File: src/rtl/shot_sequencer.sv
// Shot sequencer for a two-ball pool game: aim, fire, roll until the table settles or
// times out, then resolve pots into score, fouls and respawn pulses.
module shot_sequencer #(
    parameter int unsigned STILL_FRAMES = 8,
    parameter int unsigned ROLL_TIMEOUT = 600,
    parameter int unsigned WIN_SCORE    = 5
) (
    input  logic              clk,
    input  logic              resetN,
    input  logic              startOfFrame,
    input  logic              shootReq,
    input  logic              newGame,
    input  logic signed [10:0] whiteBallVelX,
    input  logic signed [10:0] whiteBallVelY,
    input  logic signed [10:0] redBallVelX,
    input  logic signed [10:0] redBallVelY,
    input  logic              whiteBallHoleHit,
    input  logic              redBallHoleHit,
    input  logic [2:0]        whiteBallHoleNum,
    input  logic [2:0]        redBallHoleNum,
    output logic              aimEnable,
    output logic              collisionEnable,
    output logic              gameOver,
    output logic              shotFire,
    output logic              whiteBallRespawn,
    output logic              redBallRespawn,
    output logic [3:0]        score,
    output logic [3:0]        fouls,
    output logic [7:0]        shotCount,
    output logic [2:0]        lastRedHole
);

    localparam int unsigned StillW = $clog2(STILL_FRAMES + 1);
    localparam int unsigned FrameW = $clog2(ROLL_TIMEOUT + 1);
    localparam logic [StillW-1:0] StillMax = StillW'(STILL_FRAMES);
    localparam logic [FrameW-1:0] FrameMax = FrameW'(ROLL_TIMEOUT);
    localparam logic [3:0]        WinScore = 4'(WIN_SCORE);

    typedef enum logic [2:0] {
        StAim,
        StFire,
        StRolling,
        StSettle,
        StGameOver
    } state_e;

    state_e            state_q, state_d;
    logic [StillW-1:0] still_cnt_q, still_cnt_d;
    logic [FrameW-1:0] frame_cnt_q, frame_cnt_d;
    logic              white_potted_q, white_potted_d;
    logic              red_potted_q, red_potted_d;
    logic [3:0]        score_q, score_d;
    logic [3:0]        fouls_q, fouls_d;
    logic [7:0]        shot_count_q, shot_count_d;
    logic [2:0]        last_red_hole_q, last_red_hole_d;
    logic              stopped;

    // The white hole index has no consumer; only the hit itself matters.
    logic unused_white_hole;
    assign unused_white_hole = ^whiteBallHoleNum;

    assign stopped = (whiteBallVelX == '0) && (whiteBallVelY == '0) &&
                     (redBallVelX == '0) && (redBallVelY == '0);

    always_comb begin
        state_d          = state_q;
        still_cnt_d      = still_cnt_q;
        frame_cnt_d      = frame_cnt_q;
        white_potted_d   = white_potted_q;
        red_potted_d     = red_potted_q;
        score_d          = score_q;
        fouls_d          = fouls_q;
        shot_count_d     = shot_count_q;
        last_red_hole_d  = last_red_hole_q;
        aimEnable        = 1'b0;
        collisionEnable  = 1'b0;
        gameOver         = 1'b0;
        shotFire         = 1'b0;
        whiteBallRespawn = 1'b0;
        redBallRespawn   = 1'b0;

        unique case (state_q)
            StAim: begin
                aimEnable = 1'b1;
                if (shootReq && stopped) begin
                    state_d = StFire;
                end
            end
            StFire: begin
                shotFire = 1'b1;
                if (shot_count_q != 8'hFF) begin
                    shot_count_d = shot_count_q + 1'b1;
                end
                state_d = StRolling;
            end
            StRolling: begin
                collisionEnable = 1'b1;
                if (whiteBallHoleHit) begin
                    white_potted_d = 1'b1;
                end
                if (redBallHoleHit) begin
                    red_potted_d    = 1'b1;
                    last_red_hole_d = redBallHoleNum;
                end
                if (startOfFrame) begin
                    still_cnt_d = stopped ? still_cnt_q + 1'b1 : '0;
                    frame_cnt_d = frame_cnt_q + 1'b1;
                    // Compare the freshly counted values so settle follows the qualifying frame.
                    if ((still_cnt_d == StillMax) || (frame_cnt_d == FrameMax)) begin
                        state_d = StSettle;
                    end
                end
            end
            StSettle: begin
                whiteBallRespawn = white_potted_q;
                redBallRespawn   = red_potted_q;
                if (white_potted_q && (fouls_q != 4'hF)) begin
                    fouls_d = fouls_q + 1'b1;
                end
                if (red_potted_q && !white_potted_q && (score_q != 4'hF)) begin
                    score_d = score_q + 1'b1;
                end
                white_potted_d = 1'b0;
                red_potted_d   = 1'b0;
                still_cnt_d    = '0;
                frame_cnt_d    = '0;
                state_d        = (score_d == WinScore) ? StGameOver : StAim;
            end
            StGameOver: begin
                gameOver = 1'b1;
            end
            default: begin
                state_d = StAim;
            end
        endcase

        // Restart overrides everything else, including a simultaneous shot request.
        if (newGame) begin
            state_d         = StAim;
            still_cnt_d     = '0;
            frame_cnt_d     = '0;
            white_potted_d  = 1'b0;
            red_potted_d    = 1'b0;
            score_d         = '0;
            fouls_d         = '0;
            shot_count_d    = '0;
            last_red_hole_d = '0;
        end
    end

    always_ff @(posedge clk or negedge resetN) begin
        if (!resetN) begin
            state_q         <= StAim;
            still_cnt_q     <= '0;
            frame_cnt_q     <= '0;
            white_potted_q  <= 1'b0;
            red_potted_q    <= 1'b0;
            score_q         <= '0;
            fouls_q         <= '0;
            shot_count_q    <= '0;
            last_red_hole_q <= '0;
        end else begin
            state_q         <= state_d;
            still_cnt_q     <= still_cnt_d;
            frame_cnt_q     <= frame_cnt_d;
            white_potted_q  <= white_potted_d;
            red_potted_q    <= red_potted_d;
            score_q         <= score_d;
            fouls_q         <= fouls_d;
            shot_count_q    <= shot_count_d;
            last_red_hole_q <= last_red_hole_d;
        end
    end

    assign score       = score_q;
    assign fouls       = fouls_q;
    assign shotCount   = shot_count_q;
    assign lastRedHole = last_red_hole_q;

endmodule

File: config.mk
export PLATFORM = sky130hd
export DESIGN_NAME = shot_sequencer
export DESIGN_NICKNAME = d
export VERILOG_FILES = /design/src/rtl/shot_sequencer.sv
export SDC_FILE = /design/constraint.sdc
export NUM_CORES = 1
export LEC_CHECK = 0
export ABC_AREA = 1
export CAP_MARGIN = 0
export CORE_ASPECT_RATIO = 0.5
export CORE_MARGIN = 5
export CORE_UTILIZATION = 45
export DETAILED_ROUTE_END_ITERATION = 12
export HOLD_SLACK_MARGIN = 0.08
export PLACE_DENSITY = 0.84
export SLEW_MARGIN = 20
export SYNTH_ARGS = -nofsm -noshare
export SYNTH_HDL_FRONTEND = slang
export SYNTH_SLANG_ARGS = --single-unit
export TNS_END_PERCENT = 10
File: constraint.sdc
create_clock -name clk -period 2.1 [get_ports clk]
set_input_delay 0.21 -clock clk [delete_from_list [all_inputs] [get_ports clk]]
set_output_delay 0.21 -clock clk [all_outputs]
set_load 0.02 [all_outputs]
==> impl_metrics.yaml, run 1 <==
status:
  outcome: "complete, no violations"
floorplanning:
  core_um2: 4840
  ios: 82
  initial_utilization: 0.457
  die_w_um: 109
  die_y_um: 59.6
  dieArea_um2: 6500
  rows: 18
synth:
  syn-instance-count: 296
  synthArstFlopShare: 1.00
  syn_area_per_cell_um2: 7.47
  ys_warn_count: 0
  yosys.area.top_type_share: 0.430
  synth-seq-cells: 38
  seq_area_frac_synth: 0.430
  synthTopCellsByArea: "dfrtp_1, nand2_1, nor2_1, inv_1, nand3_1"
  syn_nets: 358
  synth.distinct_cells: 29
  synth_area_leader_cell: "dfrtp_1"
  synthesis.area_um2: 2210
  synth_edf_count: 0
  ys.flop_type: "dfrtp_1"
power_and_ir_drop:
  p_sw_uw: 318
  p_leak_nw: 1.44
  p_per_area_nw_per_um2: 446
  swShare: 0.223
  pwr-share-comb: 0.120
  power_frac_seq: 0.517
  vdd_ir_drop_max_uv: 308
  clock_power_share: 0.363
  intPower_mw: 1.11
detailed_routing:
  post_drt_wl_per_cell_um: 12.5
  drt-initial-drc-count: 117
  drcViolationCount: 0
  ant_nets: 0
  wl_mm: 5.70
  firstDrtPassIters: 4
  via_count: 2245
  viasPerCell: 4.94
timing:
  setup_viol: 0
  tns_ns: 0
  fin_crit_sh: 0.919
  clock_skew_ns: 0.00492
  rsz0062_at_grt: "false"
  timing.final.hold_violations: 0
  period_minus_slack_ns: 1.93
  slew_headroom: 0.681
  worstMarginPinSlew_ns: 0.478
  slew_violations: 0
  clock.fmax_mhz: 518
setup_path:
  crit_start: "state_q[2]"
  r2r_cells: 14
  critPathKind: "reg2out"
  crit_fanout: 6
  ff2ff_setup_slack_ns: 0.42
  required_ns: 1.89
  r2r_end: "state_q[0]"
  cp-endpoint: "collisionEnable"
  reg2reg_from: "frame_cnt_q[0]"
  cp-start-kind: "flop"
  arrival_ns: 1.72
  endpoint_kind: "primary output"
clock_tree:
  cts_max_level: 2
  clkSlewWorstSetupHoldPaths_ns: 0.07
  clockBufferDepth: 2
  clk_latency_ns: 0.29
  cts_root_buffer: "clkbuf_8"
  tritoncts: "built"
  cts_sinks: 38
  post_cts_buffers: 0
  cts_inserted_buffers: 5
grt:
  grt_pass1_wl_mm: 9.67
  grt_pass1_vias: 2187
  grt_use_total: 0.189
  overflow: 0
  antenna_found_initial: 0
  grt_max_degree: 39
layout:
  drive_gt1_frac: 0.0964
  final_area_um2: 3200
  diodes: 0
  final_util: 0.660
  fin_nets: 445
  area_growth_pct: 44.6
place:
  io_buffer_count: 78
  gp_congestion: 0.875
  hpwl_mm: 4.61
  place_area_um2: 3100
worst_hold_path:
  hold_path.class: "in2async"
job:
  drv_cap: 0
==> through the flow <==
stage          cells  power, mW  setup slack (ns)  hold slack, ns
3_5_place_dp     446      0.925             0.333           0.502
4_1_cts          454       1.44           0.00196           0.353
2_1_floorplan    296      0.792             0.520         -0.0856
5_1_grt          454       1.49            0.0905           0.383
6_report         454       1.43             0.171           0.335
3_3_place_gp     446      0.922             0.377           0.491
==> flip-flops by register name, indices dropped and copies added (netlist names) <==
signal          flops
score               4
shotCount           8
lastRedHole         3
still_cnt_q         4
frame_cnt_q        10
state_q             3
red_potted_q        1
fouls               4
white_potted_q      1
==> routing by layer <==
metal  routed length, um  vias to the layer above  GRT usage
met5                   0                        -          0
met4                  80                        0     0.0612
met3                 199                       10     0.0370
met2                2980                       45      0.355
met1                2440                     1051      0.220
li1                    -                     1139          -
==> layout by cell type, fill, tap and decap left out, types with 2 or more instances in the layout <==
cell / instances
clkdlybuf4s50_1: 76
nand2_1: 66
nor2_1: 45
dfrtp_1: 38
inv_1: 31
nand3_1: 22
o21ai_0: 12
nand4_1: 9
a21oi_1: 8
inv_2: 7
o21ai_1: 7
nand2_2: 6
nor2_4: 6
o22ai_1: 6
clkbuf_8: 6
nor2_2: 5
xor2_1: 5
ha_1: 5
buf_4: 4
nor3_1: 3
clkinv_1: 2
a32o_1: 2
a31oi_1: 2
dlymetal6s2s_1: 2
==> power by group through the flow <==
stage | clock network (mW) | logic, mW | registers (mW)
2_1_floorplan | 0 | 0.0340 | 0.758
3_3_place_gp | 0 | 0.169 | 0.752
3_5_place_dp | 0 | 0.173 | 0.752
4_1_cts | 0.525 | 0.174 | 0.738
5_1_grt | 0.562 | 0.188 | 0.738
6_report | 0.518 | 0.172 | 0.738
==> timing repair <==
item | in CTS | in global routing
endpoints found under the setup margin | 0 | 2
hold buffers | 0 | 0
gates resized for setup | 0 | 2
==> kinds of logic (layout without fill, tap and decap cells) <==
kind of cell             after synthesis  after routing  share of synthesized area
XOR/XNOR                               5              5                     0.0198
adder cells (fa/ha/maj)                5              5                     0.0283
AO/OA/AOI/OAI                         42             42                      0.111
AND/OR/NAND/NOR                      164            164                      0.339
flip-flops                            38             38                      0.430
buffers and inverters                 42            130                     0.0718
==> Yosys cell counts, types with 6 or more instances <==
| master | n |
|---|---|
| nand2_1 | 66 |
| nand2_2 | 6 |
| o21ai_0 | 12 |
| inv_2 | 7 |
| o22ai_1 | 6 |
| o21ai_1 | 7 |
| a21oi_1 | 8 |
| nor2_1 | 45 |
| inv_1 | 31 |
| nor2_4 | 6 |
| nand3_1 | 22 |
| dfrtp_1 | 38 |
| nand4_1 | 9 |
==> worst min path at each step <==
stage,start,endpoint,slack [ns]
6_report,resetN,lastRedHole[0],0.34
5_1_grt,resetN,lastRedHole[1],0.38
4_1_cts,resetN,shotCount[5],0.35
3_5_place_dp,lastRedHole[2],lastRedHole[2],0.50
3_3_place_gp,still_cnt_q[3],still_cnt_q[3],0.49
2_1_floorplan,resetN,fouls[0],-0.09
==> critical path: stages (launching register included) <==
cell,delay (ns)
dfrtp_1,0.41
inv_2,0.12
nand2_2,0.10
nor2_1,0.17
clkdlybuf4s50_1,0.63
==> area by class of cell <==
type / count / area, um^2
Clock buffer: 7 / 86.3
Clock inverter: 1 / 5.00
Fill cell: 407 / 1640
Inverter: 40 / 150
Multi-Input combinational cell: 216 / 1100
Sequential cell: 38 / 951
Tap cell: 70 / 87.6
Timing Repair Buffer: 82 / 816
Power figures use the tool's default switching activity.
==> inputs of run 2 (changes only) <==
--- a/config.mk
+++ b/config.mk
@@ -9,10 +9,11 @@
 export CAP_MARGIN = 0
 export CORE_ASPECT_RATIO = 0.5
 export CORE_MARGIN = 5
-export CORE_UTILIZATION = 45
+export CORE_UTILIZATION = 50
 export DETAILED_ROUTE_END_ITERATION = 12
+export DONT_BUFFER_PORTS = 1
 export HOLD_SLACK_MARGIN = 0.08
-export PLACE_DENSITY = 0.84
+export PLACE_DENSITY = 0.68
 export SLEW_MARGIN = 20
 export SYNTH_ARGS = -nofsm -noshare
 export SYNTH_HDL_FRONTEND = slang
==> impl_metrics.yaml, run 2 (synthesis results as in run 1) <==
clock_tree:
  clkSlewWorstSetupHoldPaths_ns: 0.08
  post_cts_buffers: 0
  tritoncts: "built"
  cts_root_buffer: "clkbuf_8"
  clockBufferDepth: 2
  clk_latency_ns: 0.29
  postCtsResizedCells: 0
  hold_buffers: 6
  cts_max_level: 2
  cts_sinks: 38
  cts_inserted_buffers: 5
floorplanning:
  die_w_um: 104
  rows: 17
  dieArea_um2: 5940
  initial_utilization: 0.510
  core_um2: 4340
  die_y_um: 57.0
  ios: 82
power_and_ir_drop:
  pwr-share-comb: 0.050
  power_frac_seq: 0.563
  swShare: 0.226
  p_leak_nw: 1.13
  p_sw_uw: 300
  clock_power_share: 0.388
  p_per_area_nw_per_um2: 540
  vdd_ir_drop_max_uv: 388
  intPower_mw: 1.02
grt:
  grt_pass1_vias: 1878
  overflow: 0
  grt_use_total: 0.166
  grt_max_degree: 39
  antenna_found_initial: 0
  grt_pass1_wl_mm: 8.24
timing:
  period_minus_slack_ns: 1.71
  clock.fmax_mhz: 585
  slew_headroom: 0.660
  holdWs_ns: 0.0938
  timing.final.hold_violations: 0
  fin_crit_sh: 0.814
  clock_skew_ns: 0.00647
  slew_violations: 0
  setup_viol: 0
  tns_ns: 0
  rsz0062_at_grt: "false"
  worstMarginPinSlew_ns: 0.506
setup_path:
  arrival_ns: 1.94
  required_ns: 2.33
  critPathKind: "reg2reg"
  crit_fanout: 6
  cp-start-kind: "flop"
  endpoint_kind: "flop"
layout:
  area_growth_pct: 10.8
  instances_no_fill: 367
  final_cell_mix: "nand2_1, nor2_1, dfrtp_1"
  multi_input_area_um2: 1100
  mostFrequentLayoutCell: "nand2_1"
  fillCellCount: 400
  diodes: 0
  area.sequential_um2: 951
  regMostFlops: "frame_cnt_q"
  drive_gt1_frac: 0.116
  fin_nets: 371
  largest_reg_flops: 10
detailed_routing:
  drt-initial-drc-count: 70
  firstDrtPassIters: 6
  post_drt_wl_per_cell_um: 13.4
  ant_nets: 0
  viasPerCell: 5.37
  wl_mm: 4.90
  via_count: 1972
  drcViolationCount: 0
place:
  dpl.cell_count: 353
  gp_congestion: 0.834
  hpwl_mm: 3.69
  io_buffer_count: 0
job:
  drv_cap: 0
worst_hold_path:
  hold_path.class: "in2reg"
status:
  outcome: "complete, no violations"
-- run 2: cell count changes in the layout (fill, tap and decap cells not counted), sizes merged --
cell / before / now
clkdlybuf4s50: 76 / 0
dlygate4sd3: 0 / 5
dlymetal6s2s: 2 / 0
buf: 4 / 3
-- run 2: area by class of cell --
type,count,share of cell area
inverter,40,0.0613
sequential,38,0.388
multi-input combinational,216,0.450
clock inverter,1,0.00204
timing repair buffer,8,0.0347
tap,57,0.0291
clock buffer,7,0.0352
-- run 2: per-stage QoR --
step | setup slack [ns] | power (mW) | instance area, um^2 | util
4_1_cts | 0.373 | 1.34 | 2450 | 0.565
5_1_grt | 0.146 | 1.39 | 2450 | 0.565
6_report | 0.391 | 1.32 | 2450 | 0.565
3_5_place_dp | 0.378 | 0.797 | 2290 | 0.528
3_3_place_gp | 0.420 | 0.796 | 2290 | 0.528
2_1_floorplan | 0.520 | 0.792 | 2210 | -
-- run 2: routing by layer --
layer / up-vias / GRT usage / wire [um]
met4: 0 / 0.0480 / 12
met5: - / 0 / 0
met1: 911 / 0.204 / 2170
li1: 987 / - / -
met3: 2 / 0.0565 / 396
met2: 72 / 0.283 / 2320
-- run 2: power by group through the flow --
| stage | sequential, mW | clock (mW) | combinational [mW] |
|---|---|---|---|
| floorplan | 0.758 | 0 | 0.0340 |
| global placement | 0.759 | 0 | 0.0367 |
| detailed placement | 0.759 | 0 | 0.0379 |
| CTS | 0.745 | 0.529 | 0.0667 |
| global route | 0.745 | 0.570 | 0.0763 |
| finish | 0.745 | 0.513 | 0.0656 |
-- run 2: worst max-delay path: stages, from the launching register on --
cell,delay (ns)
dfrtp_1,0.44
ha_1,0.26
nand2_2,0.10
inv_1,0.07
nand2_1,0.06
nand2_1,0.06
nor2_1,0.10
nand2_1,0.06
nor2_1,0.10
nand3_1,0.09
nand2_1,0.07
nand2_1,0.05
nand2_1,0.05
nand2_1,0.06
nor2_2,0.08
-- run 2: worst paths after layout --
path	slack (ns)	endpoint	from	cells past startpoint
max	0.39	state_q[0]	frame_cnt_q[0]	14
min reg2reg	0.53	still_cnt_q[3]	still_cnt_q[3]	1
max reg2reg	0.39	state_q[0]	frame_cnt_q[0]	14
min in group asynchronous	0.37	lastRedHole[0]	resetN	2
max in group asynchronous	1.55	frame_cnt_q[8]	resetN	2
min	0.09	red_potted_q	redBallHoleHit	2
==> inputs of run 3 (changes only) <==
==> constraint.sdc (replaced) <==
create_clock -name clk -period 1.6 [get_ports clk]
set_input_delay 0.16 -clock clk [delete_from_list [all_inputs] [get_ports clk]]
set_output_delay 0.16 -clock clk [all_outputs]
set_load 0.02 [all_outputs]
==> impl_metrics.yaml, run 3 (synthesis results as in run 1) <==
worst_hold_path:
  min_to: "lastRedHole[1]"
  hold_path.class: "in2reg"
  min_path_cells: 3
  hp-start: "redBallHoleHit"
setup_path:
  critPathTopFamily: "buffers and inverters"
  ff2ff_setup_slack_ns: 0.03
  cp_num_buf_inv: 4
  crit_fanout: 6
  critPathMostFrequentCell: "nor2_4"
  arrival_ns: 1.75
  reg2reg_from: "state_q[2]"
  endpoint_kind: "flop"
  crit_chain: "inv_2 -> nand2_2 -> nor2_4 -> buf_4 -> nor2_4 -> inv_4 -> nor2_4 -> buf_4 -> a32o_1"
  r2r_cells: 9
  critPathKind: "reg2reg"
  slowest_stage: "dfrtp_1"
  required_ns: 1.78
  max_stage_delay_ns: 0.42
  r2r_end: "still_cnt_q[3]"
  cp-start-kind: "flop"
grt:
  grt_max_degree: 39
  overflow: 0
  antenna_found_initial: 0
  grt_pass1_vias: 1969
  grt_pass1_wl_mm: 8.46
  grt_use_total: 0.171
layout:
  diodes: 0
  fin_nets: 395
  area_growth_pct: 20.8
  mostFrequentLayoutCell: "nand2_1"
  regMostFlops: "frame_cnt_q"
  instances_no_fill: 391
  fillCellCount: 373
  final_util: 0.616
  drive_gt1_frac: 0.186
  largest_reg_flops: 10
  final_cell_mix: "nand2_1, nor2_1, dfrtp_1"
clock_tree:
  cts_max_level: 2
  clkSlewWorstSetupHoldPaths_ns: 0.07
  tritoncts: "built"
  clk_latency_ns: 0.29
  cts_root_buffer: "clkbuf_8"
  cts_inserted_buffers: 5
  clockBufferDepth: 2
  cts_sinks: 38
job:
  drv_cap: 0
place:
  gp_congestion: 0.847
  dpl.cell_count: 373
  io_buffer_count: 0
  hpwl_mm: 3.91
timing:
  worstMarginPinSlew_ns: 0.493
  holdWs_ns: 0.120
  timing.final.hold_violations: 0
  slew_headroom: 0.669
  clock.fmax_mhz: 638
  period_minus_slack_ns: 1.57
  slew_violations: 0
  rsz0062_at_grt: "true"
  fin_crit_sh: 0.980
  clock_skew_ns: 0.00349
  setup_viol: 0
detailed_routing:
  via_count: 2073
  ant_nets: 0
  drt-initial-drc-count: 46
  firstDrtPassIters: 4
  drcViolationCount: 0
  wl_mm: 5.10
  post_drt_wl_per_cell_um: 13.0
  viasPerCell: 5.30
floorplanning:
  rows: 17
  die_w_um: 104
  die_y_um: 57.0
  ios: 82
  initial_utilization: 0.510
  dieArea_um2: 5940
  core_um2: 4340
power_and_ir_drop:
  p_leak_nw: 1.27
  power_mw: 1.75
  p_per_area_nw_per_um2: 657
  vdd_ir_drop_max_uv: 413
status:
  outcome: "complete, no violations"
-- run 3: how the worst max path moves through the flow --
stage,start,to,cells after the start
CTS,frame_cnt_q[0],state_q[0],14
finish,state_q[2],still_cnt_q[3],9
global route,frame_cnt_q[0],state_q[0],13
global placement,frame_cnt_q[0],state_q[0],14
floorplan,state_q[1],shotCount[5],8
detailed placement,frame_cnt_q[0],state_q[0],14
-- run 3: stage by stage --
stage	setup slack [ns]	instance area (um^2)	setup TNS (ns)
2_1_floorplan	0.0203	2210	0
3_3_place_gp	0.0399	2440	0
3_5_place_dp	0.00467	2440	0
4_1_cts	0.0348	2640	0
5_1_grt	-0.0909	2670	-0.406
6_report	0.0325	2670	0
-- run 3: report_power, final --
group / switching [mW] / internal [mW]
clock: 0.336 / 0.346
combinational: 0.0577 / 0.0376
sequential: 0.0117 / 0.966
total: 0.405 / 1.35
-- run 3: final cells by class --
class / count / area (um^2) / area share
multi-input cells: 216 / 1130 / 0.423
flip-flops and latches: 38 / 951 / 0.356
repair buffers: 32 / 273 / 0.102
inverters: 40 / 153 / 0.0571
clock buffers: 6 / 82.6 / 0.0309
well taps: 57 / 71.3 / 0.0267
clock inverters: 2 / 12.5 / 0.00468
-- run 3: timing repair --
item	in CTS	in global routing
hold endpoints to repair	52	0
setup endpoints to repair	2	8
hold buffers	9	0
gates resized for setup	2	5
buffers inserted	0	1
gates cloned	0	0
pin swaps	0	2
-- run 3: worst reg2reg max path: cells and delay by family (launching register included) --
family | cells | cell delay, ns
flip-flops | 1 | 0.42
buffers and inverters | 4 | 0.50
AO/OA/AOI/OAI | 1 | 0.21
AND/OR/NAND/NOR | 4 | 0.33
-- run 3: routing by layer --
layer / GRT usage / wire length (um)
met3: 0.0542 / 354
met1: 0.205 / 2170
met2: 0.296 / 2490
met4: 0.0590 / 78
met5: 0 / 0
